File: src/rtl/qdrc_phy_data_align.sv
// rtl/qdrc_phy_data_align.sv - QDR read half-word re-pairing, read-latency calibration and data_valid generation
// Optional macro QDRC_DATA_ALIGN_PIPE_EN adds an output register stage on data_rise/data_fall.
module qdrc_phy_data_align #(
    parameter int DATA_WIDTH   = 36,
    parameter int LAT_WIDTH    = 4,
    parameter int VERIFY_COUNT = 8
) (
    input  logic                  clk,
    input  logic                  reset_n,
    input  logic                  align_start,
    input  logic [DATA_WIDTH-1:0] aligned,
    input  logic [DATA_WIDTH-1:0] q_rise,
    input  logic [DATA_WIDTH-1:0] q_fall,
    input  logic                  rd_strb,
    output logic                  cal_rd_req,
    output logic [DATA_WIDTH-1:0] data_rise,
    output logic [DATA_WIDTH-1:0] data_fall,
    output logic                  data_valid,
    output logic                  cal_done,
    output logic                  cal_fail,
    output logic [LAT_WIDTH-1:0]  latency,
    output logic [2:0]            align_state_prb
);
    localparam int DEPTH = 2**LAT_WIDTH;
    localparam int VC_W  = (VERIFY_COUNT > 1) ? $clog2(VERIFY_COUNT) : 1;
    localparam logic [LAT_WIDTH-1:0] CNT_LAST = LAT_WIDTH'(DEPTH - 2);
    localparam logic [VC_W-1:0]      VC_LAST  = VC_W'(VERIFY_COUNT - 1);

    typedef enum logic [2:0] {
        ST_IDLE   = 3'd0,
        ST_ISSUE  = 3'd1,
        ST_WAIT   = 3'd2,
        ST_VISSUE = 3'd3,
        ST_VWAIT  = 3'd4,
        ST_DONE   = 3'd5,
        ST_FAIL   = 3'd6
    } state_t;

    state_t                state_q, state_d;
    logic [LAT_WIDTH-1:0]  cnt_q, cnt_d, lat_q, lat_d, cnt_inc, tap_sel;
    logic [VC_W-1:0]       vcnt_q, vcnt_d;
    logic                  req_q, req_d, done_q, done_d, fail_q, fail_d;
    logic [DATA_WIDTH-1:0] q_fall_dly_q, rise_q, rise_d, fall_q, fall_d;
    logic [DEPTH-1:0]      tap_q, tap_d;
    logic                  start, match;

    // Swapped bits take their first half-word from the previous cycle's fall sample.
    always_comb begin
        rise_d = (aligned & q_rise) | (~aligned & q_fall_dly_q);
        fall_d = (aligned & q_fall) | (~aligned & q_rise);
    end

`ifdef QDRC_DATA_ALIGN_PIPE_EN
    logic [DATA_WIDTH-1:0] rise_p_q, fall_p_q;
    always_ff @(posedge clk or negedge reset_n) begin
        if (!reset_n) begin
            rise_p_q <= '0;
            fall_p_q <= '0;
        end else begin
            rise_p_q <= rise_q;
            fall_p_q <= fall_q;
        end
    end
    assign data_rise = rise_p_q;
    assign data_fall = fall_p_q;
`else
    assign data_rise = rise_q;
    assign data_fall = fall_q;
`endif

    // Matching on the outputs makes any extra pipeline stage part of the measured latency.
    assign match   = (&data_rise) & ~(|data_fall);
    assign cnt_inc = cnt_q + 1'b1;

    always_comb begin
        state_d = state_q;
        cnt_d   = cnt_q;
        vcnt_d  = vcnt_q;
        lat_d   = lat_q;
        req_d   = 1'b0;
        done_d  = done_q;
        fail_d  = fail_q;
        start   = 1'b0;
        case (state_q)
            ST_IDLE, ST_DONE, ST_FAIL: begin
                if (align_start) begin
                    start   = 1'b1;
                    done_d  = 1'b0;
                    fail_d  = 1'b0;
                    lat_d   = '0;
                    req_d   = 1'b1;
                    state_d = ST_ISSUE;
                end
            end
            ST_ISSUE: begin
                cnt_d   = '0;
                state_d = ST_WAIT;
            end
            ST_WAIT: begin
                if (match) begin
                    lat_d   = cnt_inc;
                    vcnt_d  = '0;
                    req_d   = 1'b1;
                    state_d = ST_VISSUE;
                end else if (cnt_q == CNT_LAST) begin
                    fail_d  = 1'b1;
                    state_d = ST_FAIL;
                end else begin
                    cnt_d = cnt_inc;
                end
            end
            ST_VISSUE: begin
                cnt_d   = '0;
                state_d = ST_VWAIT;
            end
            ST_VWAIT: begin
                if (match && cnt_inc == lat_q) begin
                    if (vcnt_q == VC_LAST) begin
                        done_d  = 1'b1;
                        state_d = ST_DONE;
                    end else begin
                        vcnt_d  = vcnt_q + 1'b1;
                        req_d   = 1'b1;
                        state_d = ST_VISSUE;
                    end
                end else if (match || cnt_inc == lat_q) begin
                    fail_d  = 1'b1;
                    state_d = ST_FAIL;
                end else begin
                    cnt_d = cnt_inc;
                end
            end
            default: state_d = ST_IDLE;
        endcase
    end

    // Strobes are only admitted once calibrated, so pre-calibration reads never surface.
    always_comb begin
        tap_d = {tap_q[DEPTH-2:0], rd_strb & done_q};
        if (start) begin
            tap_d = '0;
        end
    end

    assign tap_sel    = lat_q - 1'b1;
    assign data_valid = done_q & tap_q[tap_sel];

    always_ff @(posedge clk or negedge reset_n) begin
        if (!reset_n) begin
            state_q      <= ST_IDLE;
            cnt_q        <= '0;
            vcnt_q       <= '0;
            lat_q        <= '0;
            req_q        <= 1'b0;
            done_q       <= 1'b0;
            fail_q       <= 1'b0;
            q_fall_dly_q <= '0;
            rise_q       <= '0;
            fall_q       <= '0;
            tap_q        <= '0;
        end else begin
            state_q      <= state_d;
            cnt_q        <= cnt_d;
            vcnt_q       <= vcnt_d;
            lat_q        <= lat_d;
            req_q        <= req_d;
            done_q       <= done_d;
            fail_q       <= fail_d;
            q_fall_dly_q <= q_fall;
            rise_q       <= rise_d;
            fall_q       <= fall_d;
            tap_q        <= tap_d;
        end
    end

    assign cal_rd_req      = req_q;
    assign cal_done        = done_q;
    assign cal_fail        = fail_q;
    assign latency         = lat_q;
    assign align_state_prb = state_q;

endmodule

File: config.mk
export PLATFORM = sky130hd
export DESIGN_NAME = qdrc_phy_data_align
export DESIGN_NICKNAME = d
export VERILOG_FILES = /design/src/rtl/qdrc_phy_data_align.sv
export SDC_FILE = /design/constraint.sdc
export NUM_CORES = 1
export LEC_CHECK = 0
export ABC_AREA = 1
export BUFFER_PORTS_ARGS = -buffer_cell sky130_fd_sc_hd__buf_2
export CAP_MARGIN = 30
export CORE_AREA = 2 2 124 126
export DETAILED_ROUTE_END_ITERATION = 8
export DIE_AREA = 0 0 126 128
export PLACE_DENSITY_LB_ADDON = 0.05
export SYNTH_ARGS = -nofsm -noshare
export SYNTH_HDL_FRONTEND = slang
export SYNTH_SLANG_ARGS = --single-unit
File: constraint.sdc
create_clock -name clk -period 1.8 [get_ports clk]
set_input_delay 0.18 -clock clk [delete_from_list [all_inputs] [get_ports clk]]
set_output_delay 0.18 -clock clk [all_outputs]
set_load 0.01 [all_outputs]
**Word-level counts from Yosys, hierarchy flattened**

Cells that the tools add are included.

- Bits in registers: 141
- Input port bits: 112
- Output and inout port bits: 83
- Word-level logic and storage cells: 103

- Add/sub/neg operators: 3
- Magnitude comparators: 1
- Eq/ne operators: 22
- Muxes and demuxes: 37
- Bitwise logic cells: 11
- Reduce and logical (&&, ||, !) cells: 18

Operators with widths:

| operator | number |
|---|---|
| bitwise AND 36 bit | 4 |
| bitwise OR 36 bit | 2 |
| inverter 36 bit | 1 |
| AND reduction 36 bit | 1 |
| OR reduction 36 bit | 1 |
| two-way mux 3 bit | 9 |
| two-way mux 4 bit | 6 |
| inequality test 2 bit, second input constant | 11 |
| two-way mux 16 bit | 1 |
| one-hot mux 3 bit (5 select lines) | 1 |
| two-way mux 1 bit | 13 |
| equality test 3 bit, second input constant | 4 |
| one-hot mux 4 bit (3 select lines) | 1 |
| one-hot mux 4 bit (2 select lines) | 1 |
| AND reduction 4 bit | 2 |
| equality test 3 x 2 -> 1 bit, second input constant | 2 |
| inequality test 3 bit, second input constant | 2 |
| one-hot mux 1 bit (3 select lines) | 2 |
| one-hot mux 3 bit (2 select lines) | 1 |
| AND reduction 3 bit | 2 |
| AND reduction 6 bit | 1 |
| nonzero test 2 bit | 3 |
| nonzero test 3 bit | 2 |
| < comparator 4 x 5 -> 1 bit, second input constant | 1 |
| other kinds (16) | 18 |

**Longest topological paths before layout**

Gate-level depths: netlist of run 1.

- Depth in word-level cells: 7
- Gate-level depth with buffers: 13
- Depth with buffers taken out: 12

**Worst setup path after synthesis of run 1**

OpenSTA, ideal clock, no wires.

- Path type: reg-to-output
- Start: reg lat_q[0], in the netlist latency[0]
- End: out data_valid
- Arrival time: 1661 ps
- Required time: 1620 ps
- Path slack: -41 ps
- Cell stages (with the launch flop): 10
- Path buffers: 1
- Cells stage by stage: dfrtp_1 -> inv_1 -> buf_2 -> ha_1 -> inv_1 -> a21oi_1 -> a32o_1 -> o211ai_1 -> nand2_1 -> nor2_1

- Longest elaborated chain between the ends: 4

RTL lines:

| element | line | text |
|---|---|---|
| from (decl) | 40 | `logic [LAT_WIDTH-1:0] cnt_q, cnt_d, lat_q, lat_d, cnt_inc, tap_sel;` |
| from (signal assigned) | 165 | `lat_q <= lat_d;` |
| subtractor 4 x 1 -> 4 bit | 145 | `assign tap_sel = lat_q - 1'b1;` |
| binary-select mux 1 bit (select 4 bit) | 146 | `assign data_valid = done_q & tap_q[tap_sel];` |
| two-way mux 1 bit (implied by the code) | 146 |  |
| bitwise AND 1 bit | 146 |  |
| to (decl) | 18 | `output logic data_valid,` |

Every way passes these cells. The select of a mux whose other input is x is not followed.

**Worst setup path after layout of run 1**

- Start: reg lat_q[1], in the netlist latency[1]
- End: out data_valid

Same word-level chain as after synthesis.

==> results of run 1 <==
-- state kept, by name, indices dropped and copies added (netlist names) --
| name | flops |
|---|---|
| cnt_q | 4 |
| cal_rd_req | 1 |
| cal_done | 1 |
| align_state_prb | 3 |
| data_rise | 36 |
| tap_q | 16 |
| latency | 4 |
| q_fall_dly_q | 36 |
| cal_fail | 1 |
| vcnt_q | 3 |
| data_fall | 36 |
-- cells by family (layout without fill, tap and decap cells) --
| family | count (synthesis) | in the layout | synth area share, % |
|---|---|---|---|
| compound gates | 92 | 92 | 8.44 |
| buf+inv | 80 | 434 | 5.44 |
| simple gates | 299 | 299 | 22.2 |
| xor+xnor | 3 | 3 | 0.464 |
| fa+ha+maj | 5 | 5 | 1.11 |
| flops | 141 | 141 | 62.3 |
-- worst max path at each step --
stage | from | end
after floorplan | latency[0] | data_valid
after CTS | latency[1] | data_valid
final | latency[1] | data_valid
after detailed placement | cnt_q[0] | vcnt_q[0]
after global routing | latency[1] | data_valid
after global placement | cnt_q[0] | vcnt_q[0]
-- tightest hold or removal path, cell delays in order --
cell and delay [ps]:
buf_2 90, inv_1 60, a21oi_1 60
-- per-layer routing --
layer | wire length (microns) | share of wire, %
met1 | 6180 | 39
met5 | 0 | 0
met3 | 971 | 6.2
met2 | 8080 | 52
met4 | 427 | 2.7
-- power by group through the flow --
stage	registers (W)	logic (W)	clock network, W
3_5_place_dp	0.00373	0.00247	0
3_3_place_gp	0.00373	0.00244	0
4_1_cts	0.00369	0.00290	0.00368
5_1_grt	0.00374	0.00357	0.00382
2_1_floorplan	0.00380	0.00146	0
6_report	0.00370	0.00321	0.00360
-- what timing repair did --
action                                 4_1_cts  5_1_grt
hold buffers                               110        0
setup endpoints to repair                   11       18
setup buffers                                2       10
pin swaps                                    5       22
endpoints found under the hold margin      250        0
resized for setup                           14       54
-- cells in the mapped netlist, drive strengths merged (2+ instances only) --
cell type / number / area (sq um)
inv: 76 / 285
buf: 4 / 22.5
dfrtp: 141 / 3530
nand3: 24 / 143
nand4: 7 / 43.8
nand2: 159 / 602
a221oi: 2 / 17.5
nor2: 102 / 418
nor3: 4 / 31.3
xnor2: 2 / 17.5
o21ai: 42 / 210
or2: 2 / 12.5
a21oi: 45 / 225
ha: 5 / 62.6
-- area by class of cell --
class,count,area share [%]
Sequential cell,141,39.2
Clock buffer,19,4.91
Tap cell,188,2.61
Timing Repair Buffer,327,25.4
Multi-Input combinational cell,399,22.9
Clock inverter,12,1.79
Inverter,76,3.22
-- through the flow --
stage | total power, W | area, sq um | hold WS, ps
2_1_floorplan | 0.00526 | 5660 | -116
3_3_place_gp | 0.00616 | 6970 | 28.6
3_5_place_dp | 0.00621 | 6970 | 28.3
4_1_cts | 0.0103 | 8760 | 1.06
5_1_grt | 0.0111 | 9010 | 15.2
6_report | 0.0105 | 9010 | 13.5
==> key figures, run 1 <==
Status
  • Run status: finished with violations
  • Failing checks: negative setup slack

Timing
  • Final Setup Violations: 5
  • Worst setup margin: -214 ps
  • Total negative setup slack: -396 ps
  • Fmax: around 500 MHz
  • Fin. max-slew vios: 0
  • Clock Skew: 9.23 ps
  • Worst slew pin tran: 433 ps
  • Clock period minus worst slack: 2010 ps
  • RSZ-0062 raised after global routing: yes
  • Period utilization: 112%
  • Final Hold Fails: 0
  • Worst slew margin: 71.1%

Pwr
  • Lkg Pwr: 4.60 nW
  • Internal Power: 0.00708 W
  • Max VDD drop: 0.000694 V
  • Comb power frac: 30.6%
  • Sequential power share: 35.2%
  • Sw Pwr: approximately 0.0034 W
  • Pwr dens: 1170 nW/um^2
  • Clock share of power: roughly 34%
  • Switch share: between 30% and 40%

Floorplan
  • Starting density of the core: 38.1%
  • Full die area: 16100 sq um
  • Num rows: 45
  • I/O pins: about 200
  • Die Span Y: 128 microns
  • Die X: 126 microns
  • Floorplan Core Area: 14900 sq um

Drt
  • First drt pass iteration count: 4
  • Number of remaining DRC errors: 0
  • Total vias in the final route: 5295
  • Vias per cell: ~4.6
  • Final WL: 15700 microns
  • Final antenna-violating net count: 0
  • Drt wl/cell: 13.5 microns
  • Initial DRC count: 149

Synth
  • Sequential area share after synthesis: 62.3%
  • Synth Register Bits: about 140
  • Synth Instances: 620
  • Distinct cells, synth: 29
  • Post-synth EDFFs: 0
  • Syn. warnings: 0
  • Synthesized Nets: about 740
  • Ys async rst share: 100%
  • Main synth FF type: dfrtp_1
  • Syn_area_per_cell: 9.13 sq um
  • Mapped cell area: 5660 sq um

Global routing
  • Initial antenna violation count: 0
  • Routing usage on met3: 7.30%
  • Maximum number of pins on one net before global-route repair: 62
  • Total track usage: 20.0%
  • Met2 Usage GRT: 35.2%
  • GR peak layer: met2
  • Vias in the first global route: 5456
  • Gr ovfl total: 0
  • Global-route wire length before repair: about 25000 microns
  • Global Route met1 Usage: 21.7%

Clock network
  • # H-tree levels: 4
  • CTS clk-pin slew, worst paths: 50 ps
  • Clk root buf: clkbuf_16
  • CTS buffer count: 17
  • CTS tree: done
  • Skew-Pair Late Insertion Delay: about 420 ps
  • Clk buf depth: 2
  • Clk sinks: roughly 140

Setup path
  • Cells on worst reg2reg path: 12
  • Worst Setup Start Kind: flip-flop
  • Worst path top cell family by delay: flip-flops
  • Critical Path Stages: 9
  • Maximum fanout along the worst path: 5
  • R2r setup slk: -60 ps
  • Worst-path cell chain: inv_2 -> ha_4 -> inv_4 -> a21oi_2 -> a32o_1 -> o211ai_1 -> nand2_1 -> nor2_2 -> buf_2
  • R2R Path End: cnt_q[2]
  • Delay of the slowest critical-path stage: 380 ps
  • WP buf/inv: 3
  • Crit end category: output port
  • Critical Path RT: 1620 ps
  • Data arrival time of the worst path: between 1500 and 2000 ps
  • Crit Path Category: reg2out
  • Slowest-stage cell, CP: dfrtp_1
  • R2r startpoint: cnt_q[1]

Finish
  • Most common cell after layout, fill and taps aside: buf_2
  • Fillers: 1310
  • Most frequent cells in the layout: buf_2, dfrtp_1, nand2_1
  • Layout overhead on the synthesized area: 59.2%
  • Non-Filler Instances: 1162
  • Utilization after layout: 60.6%
  • Sequential Area: 3530 sq um
  • Multi-input gate area: 2070 sq um
  • Ant. Diodes: 0
  • Share of layout cells above drive strength 1: 32.6%
  • Nets: 1079

Placed design
  • DP Cell Count: 1010
  • IO buf count: between 150 and 200
  • RD Place Congestion: 0.847
  • Detailed Place HPWL: 10900 microns
  • Dpl ws: -41.8 ps

Worst hold path
  • Hold depth: 3
  • WHS Endpoint: data_rise[18]
  • Hold Crit Class: in2reg
  • Hold path start: q_rise[18]

Job
  • Total of max-cap violations: 0
Power figures use the tool's default switching activity.
==> inputs of run 2 (changes only) <==
--- a/config.mk
+++ b/config.mk
@@ -12,6 +12,7 @@
 export DETAILED_ROUTE_END_ITERATION = 8
 export DIE_AREA = 0 0 126 128
 export PLACE_DENSITY_LB_ADDON = 0.05
+export SETUP_SLACK_MARGIN = 0.15
 export SYNTH_ARGS = -nofsm -noshare
 export SYNTH_HDL_FRONTEND = slang
 export SYNTH_SLANG_ARGS = --single-unit
==> constraint.sdc (replaced) <==
create_clock -name clk -period 1.8 [get_ports clk]
set_input_delay 0.27 -clock clk [delete_from_list [all_inputs] [get_ports clk]]
set_output_delay 0.27 -clock clk [all_outputs]
set_load 0.01 [all_outputs]
==> key figures, run 2 (synthesis gave the netlist of run 1 again) <==
Finish
  • Most frequent cells in the layout: buf_2, nand2_1, dfrtp_1
  • Nets: between 1000 and 1500
  • Share of layout cells above drive strength 1: 35.3%
  • Layout overhead on the synthesized area: 47.9%
  • Fillers: approximately 1400
  • Most common cell after layout, fill and taps aside: buf_2

Floorplan
  • Starting density of the core: 38.1%
  • Floorplan Core Area: 14900 sq um
  • I/O pins: 195
  • Full die area: 16100 sq um
  • Num rows: 45
  • Die X: 126 microns
  • Die Span Y: roughly 130 microns

Drt
  • Drt wl/cell: 13.4 microns
  • Total vias in the final route: 5062
  • Final WL: 14700 microns
  • Final antenna-violating net count: 0
  • Vias per cell: between 4 and 5
  • Initial DRC count: 193
  • First drt pass iteration count: 4
  • Number of remaining DRC errors: 0

Pwr
  • Max VDD drop: 0.000830 V
  • Total power: around 0.011 W
  • Lkg Pwr: 4.37 nW
  • Pwr dens: 1280 nW/um^2

Setup path
  • Worst Setup Start Kind: flip-flop
  • Crit Path Category: reg2out
  • Delay of the slowest critical-path stage: 390 ps
  • Critical Path RT: around 1500 ps
  • Maximum fanout along the worst path: 5
  • Slowest-stage cell, CP: dfrtp_1
  • Worst-path cell chain: inv_2 -> ha_4 -> inv_4 -> a21oi_2 -> a32o_1 -> o211ai_1 -> nand2_1 -> nor2_2 -> buf_2
  • Data arrival time of the worst path: roughly 1800 ps
  • Cells on worst reg2reg path: 11
  • Crit end category: output port

Global routing
  • Initial antenna violation count: 1
  • Gr ovfl total: 0
  • Maximum number of pins on one net before global-route repair: 39
  • Total track usage: 18.7%
  • Global-route wire length before repair: roughly 24000 microns
  • Vias in the first global route: ~5000

Worst hold path
  • Hold depth: 2
  • Hold Crit Class: in2reg

Timing
  • Fmax: 474 MHz
  • Clock Skew: 6.89 ps
  • Worst setup margin: -308 ps
  • RSZ-0062 raised after global routing: yes
  • Final Setup Violations: 1
  • Period utilization: 117%
  • Worst slew margin: 73.9%
  • Fin. max-slew vios: 0
  • Worst slew pin tran: 392 ps
  • Total negative setup slack: -308 ps
  • Clock period minus worst slack: 2110 ps
  • Final Hold Fails: 0

Placed design
  • RD Place Congestion: 0.817
  • IO buf count: 194
  • Detailed Place HPWL: 11000 microns

Clock network
  • Clk buf depth: 2
  • CTS buffer count: 17
  • Clk sinks: 141
  • # H-tree levels: 4
  • Skew-Pair Late Insertion Delay: 410 ps
  • CTS clk-pin slew, worst paths: 60 ps
  • Clk root buf: clkbuf_16
  • CTS tree: done

Status
  • Failing checks: negative setup slack
  • Run status: finished with violations

Job
  • Total of max-cap violations: 0
run 2: cell count changes in the layout (fill, tap and decap cells not counted), sizes merged:
cell	before	now
inv	79	76
clkinv	3	1
bufinv	3	5
dlygate4sd3	110	37
diode	0	1
buf	217	222
clkbuf	19	22
run 2: layout make-up:
cell class	count	area [sq um]	share of cell area [%]
inverters	76	293	3.50
clock buffers	22	494	5.90
diodes	1	2.50	0.0299
repair buffers	259	1600	19.1
flip-flops and latches	141	3530	42.2
multi-input cells	399	2040	24.3
well taps	188	235	2.81
clock inverters	9	181	2.17
run 2: stage by stage:
step / hold WS (ps) / instance area, sq um / cells / setup slack, ps / util, %
after floorplan: -25.6 / 5770 / 620 / 50.3 / -
after global placement: 208 / 7070 / 1010 / 4.93 / 47.6
after detailed placement: 212 / 7070 / 1010 / -19.6 / 47.6
after CTS: 33.4 / 8280 / 1090 / -350 / 55.7
after global routing: 48.8 / 8370 / 1095 / -470 / 56.3
final: 59.0 / 8370 / 1095 / -308 / 56.3
run 2: path summary, 6_finish.rpt:
path	from	endpoint	slack, ps
worst min register to register	tap_q[12]	tap_q[13]	470
min in group asynchronous	reset_n	tap_q[13]	320
worst max-delay path	latency[0]	data_valid	-310
worst min-delay path	aligned[0]	data_rise[0]	60
max in group asynchronous	reset_n	data_fall[15]	850
worst max register to register	cnt_q[0]	cal_done	10
run 2: worst max-delay path, delay by kind of cell, from the launching register on:
family	cells	cell delay [ps]
flops	1	390
compound gates	3	380
buf+inv	3	270
fa+ha+maj	1	220
simple gates	2	160
run 2: power breakdown:
| group | leakage [nW] | internal [W] | switching [W] |
|---|---|---|---|
| logic | 2.35 | 0.00134 | 0.00178 |
| registers | 1.70 | 0.00347 | 0.000235 |
| clock network | 0.321 | 0.00264 | 0.00129 |
| total | 4.37 | 0.00745 | 0.00331 |
run 2: per-layer routing:
| layer | vias to the layer above | wire length [microns] | global-route usage (%) |
|---|---|---|---|
| met5 | - | 0 | 0 |
| met4 | 0 | 310 | 7.89 |
| met3 | 24 | 1100 | 7.22 |
| met2 | 134 | 7550 | 32.1 |
| met1 | 2389 | 5750 | 20.9 |
| li1 | 2515 | - | - |
run 2: repair_timing:
| action | in CTS | in global routing |
|---|---|---|
| gates resized for setup | 19 | 21 |
| buffers inserted | 12 | 4 |
| endpoints found under the hold margin | 70 | 0 |
| pin swaps | 26 | 20 |
| cloned | 0 | 0 |
| endpoints found under the setup margin | 18 | 34 |
| hold buffers | 37 | 0 |
==> inputs of run 3 (changes only) <==
--- a/config.mk
+++ b/config.mk
@@ -8,9 +8,9 @@
 export ABC_AREA = 1
 export BUFFER_PORTS_ARGS = -buffer_cell sky130_fd_sc_hd__buf_2
 export CAP_MARGIN = 30
-export CORE_AREA = 2 2 124 126
+export CORE_AREA = 2 2 141 143
 export DETAILED_ROUTE_END_ITERATION = 8
-export DIE_AREA = 0 0 126 128
+export DIE_AREA = 0 0 143 145
 export PLACE_DENSITY_LB_ADDON = 0.05
 export SETUP_SLACK_MARGIN = 0.15
 export SYNTH_ARGS = -nofsm -noshare
==> constraint.sdc (replaced) <==
create_clock -name clk -period 2.75 [get_ports clk]
set_input_delay 0.4125 -clock clk [delete_from_list [all_inputs] [get_ports clk]]
set_output_delay 0.4125 -clock clk [all_outputs]
set_load 0.01 [all_outputs]
==> key figures, run 3 (synthesis gave the netlist of run 1 again) <==
Status
  • Run status: completed

Pwr
  • Pwr dens: 839 nW/um^2
  • Total power: 0.00640 W
  • Max VDD drop: between 0.0003 and 0.0004 V
  • Lkg Pwr: 4.04 nW

Drt
  • First drt pass iteration count: 7
  • Number of remaining DRC errors: 0
  • Final antenna-violating net count: 0
  • Vias per cell: approximately 4.2
  • Total vias in the final route: about 4700
  • Initial DRC count: 240
  • Drt wl/cell: 13.6 microns
  • Final WL: approximately 15000 microns

Setup path
  • Maximum fanout along the worst path: 11
  • CP dominant cell by count: nand2_1
  • End of the critical path: data_valid
  • Crit Path Category: reg2out
  • R2r startpoint: cnt_q[0]
  • R2R Path End: vcnt_q[0]
  • Worst Setup Start Kind: flip-flop
  • Data arrival time of the worst path: 1960 ps
  • Critical Path RT: 2340 ps
  • Crit end category: output port
  • Slowest-stage cell, CP: dfrtp_1
  • Cells on worst reg2reg path: 11
  • Crit. Startpoint: latency[0]
  • Delay of the slowest critical-path stage: around 400 ps
  • Worst-path cell chain: inv_4 -> ha_4 -> inv_2 -> a21oi_1 -> a22oi_1 -> nand2_1 -> o211ai_1 -> nand2_1 -> nor2_1 -> buf_2
  • R2r setup slk: 740 ps

Finish
  • Nets: 950
  • Most common cell after layout, fill and taps aside: buf_2
  • Fillers: slightly below 2000
  • Share of layout cells above drive strength 1: just under 30%
  • Most frequent cells in the layout: buf_2, nand2_1, dfrtp_1
  • Ant. Diodes: 0
  • Layout overhead on the synthesized area: 34.8%

Clock network
  • Skew-Pair Late Insertion Delay: ~420 ps
  • Clk root buf: clkbuf_16
  • Clk buf depth: 2
  • Clk sinks: 141
  • # H-tree levels: 4
  • CTS tree: done
  • CTS buffer count: 17
  • Postcts setup bufs: 0
  • CTS clk-pin slew, worst paths: 70 ps

Placed design
  • RD Place Congestion: 0.793
  • Detailed Place HPWL: 11600 microns
  • IO buf count: 194

Global routing
  • Gr ovfl total: 0
  • Maximum number of pins on one net before global-route repair: 59
  • Total track usage: 15.2%
  • Initial antenna violation count: 0
  • Vias in the first global route: 4839
  • Global-route wire length before repair: 24400 microns

Timing
  • Worst slew pin tran: between 400 and 500 ps
  • Clock Skew: about 12 ps
  • Final Hold Fails: 0
  • Final Setup Violations: 0
  • Total negative setup slack: 0 ps
  • Fin. max-slew vios: 0
  • Worst slew margin: roughly 67%
  • Period utilization: between 80% and 90%
  • Clock period minus worst slack: 2370 ps
  • RSZ-0062 raised after global routing: no
  • Fmax: 421 MHz

Floorplan
  • Die X: 143 microns
  • Floorplan Core Area: approximately 19000 sq um
  • Die Span Y: 145 microns
  • I/O pins: 195
  • Num rows: 51
  • Full die area: 20700 sq um
  • Starting density of the core: just under 30%

Worst hold path
  • Hold Crit Class: in2reg
  • Hold depth: 1

Job
  • Total of max-cap violations: 0
==> run 3: cell types whose count changed in the layout (fill, tap and decap cells not counted), moves of 3 or more <==
cell / before / now
inv_6: 0 / 5
dlygate4sd3_1: 37 / 1
nand3_1: 12 / 21
nand2_2: 14 / 2
nor2_1: 81 / 94
inv_8: 0 / 4
nand2_1: 142 / 157
nor2_4: 7 / 3
clkbuf_8: 5 / 0
nand3_2: 10 / 2
nor2_2: 14 / 5
nand2_4: 3 / 0
buf_4: 24 / 2
==> run 3: worst min path at each step <==
stage / slack [ps] / endpoint / start
final: 100 / q_fall_dly_q[10] / q_fall[10]
after global placement: 400 / tap_q[1] / reset_n
after floorplan: 120 / align_state_prb[0] / reset_n
after CTS: 80 / q_fall_dly_q[10] / q_fall[10]
after global routing: 80 / q_fall_dly_q[6] / q_fall[6]
after detailed placement: 400 / q_fall_dly_q[33] / reset_n
==> run 3: what timing repair did <==
action	CTS	global route
hold endpoints to repair	51	0
resized for setup	1	3
pin swaps	0	1
endpoints found under the setup margin	1	1
hold buffers	1	0
==> run 3: final cells by class <==
| cell class | count | area [sq um] | area share (%) |
|---|---|---|---|
| flip-flops and latches | 141 | 3530 | 46.2 |
| clock inverters | 14 | 194 | 2.54 |
| clock buffers | 18 | 429 | 5.62 |
| well taps | 265 | 332 | 4.35 |
| multi-input cells | 399 | 1840 | 24.1 |
| repair buffers | 198 | 1020 | 13.4 |
| inverters | 76 | 288 | 3.77 |
==> run 3: through the flow <==
step                      std cells  worst slack (ps)  utilization [%]  hold WS (ps)  cell area [sq um]
final                          1111               377             39.7           104               7630
after global routing           1111               198             39.7          82.4               7630
after CTS                      1111               227             39.6          83.2               7610
after detailed placement       1078               582             36.3           399               6980
after global placement         1078               617             36.3           397               6980
after floorplan                 620               677                -           117               5660
==> run 3: power breakdown <==
group          switching (W)  internal, W
registers           0.000159      0.00226
clock network       0.000977      0.00147
logic               0.000976     0.000561
==> run 3: worst max-delay path: cells and delay by family (launching register included) <==
family,cells,cell delay [ps]
and+or+nand+nor,3,230
DFF,1,400
adders and majority gates,1,230
buffers and inverters,3,340
AOI/OAI and AO/OA,3,340
==> run 3: per-layer routing <==
metal,GRT usage (%),vias to the layer above,wire length (microns)
met1,17.8,2187,6160
met3,7.19,12,1240
met2,24.9,119,7520
met5,0,-,0
li1,-,2388,-
met4,4.06,0,172
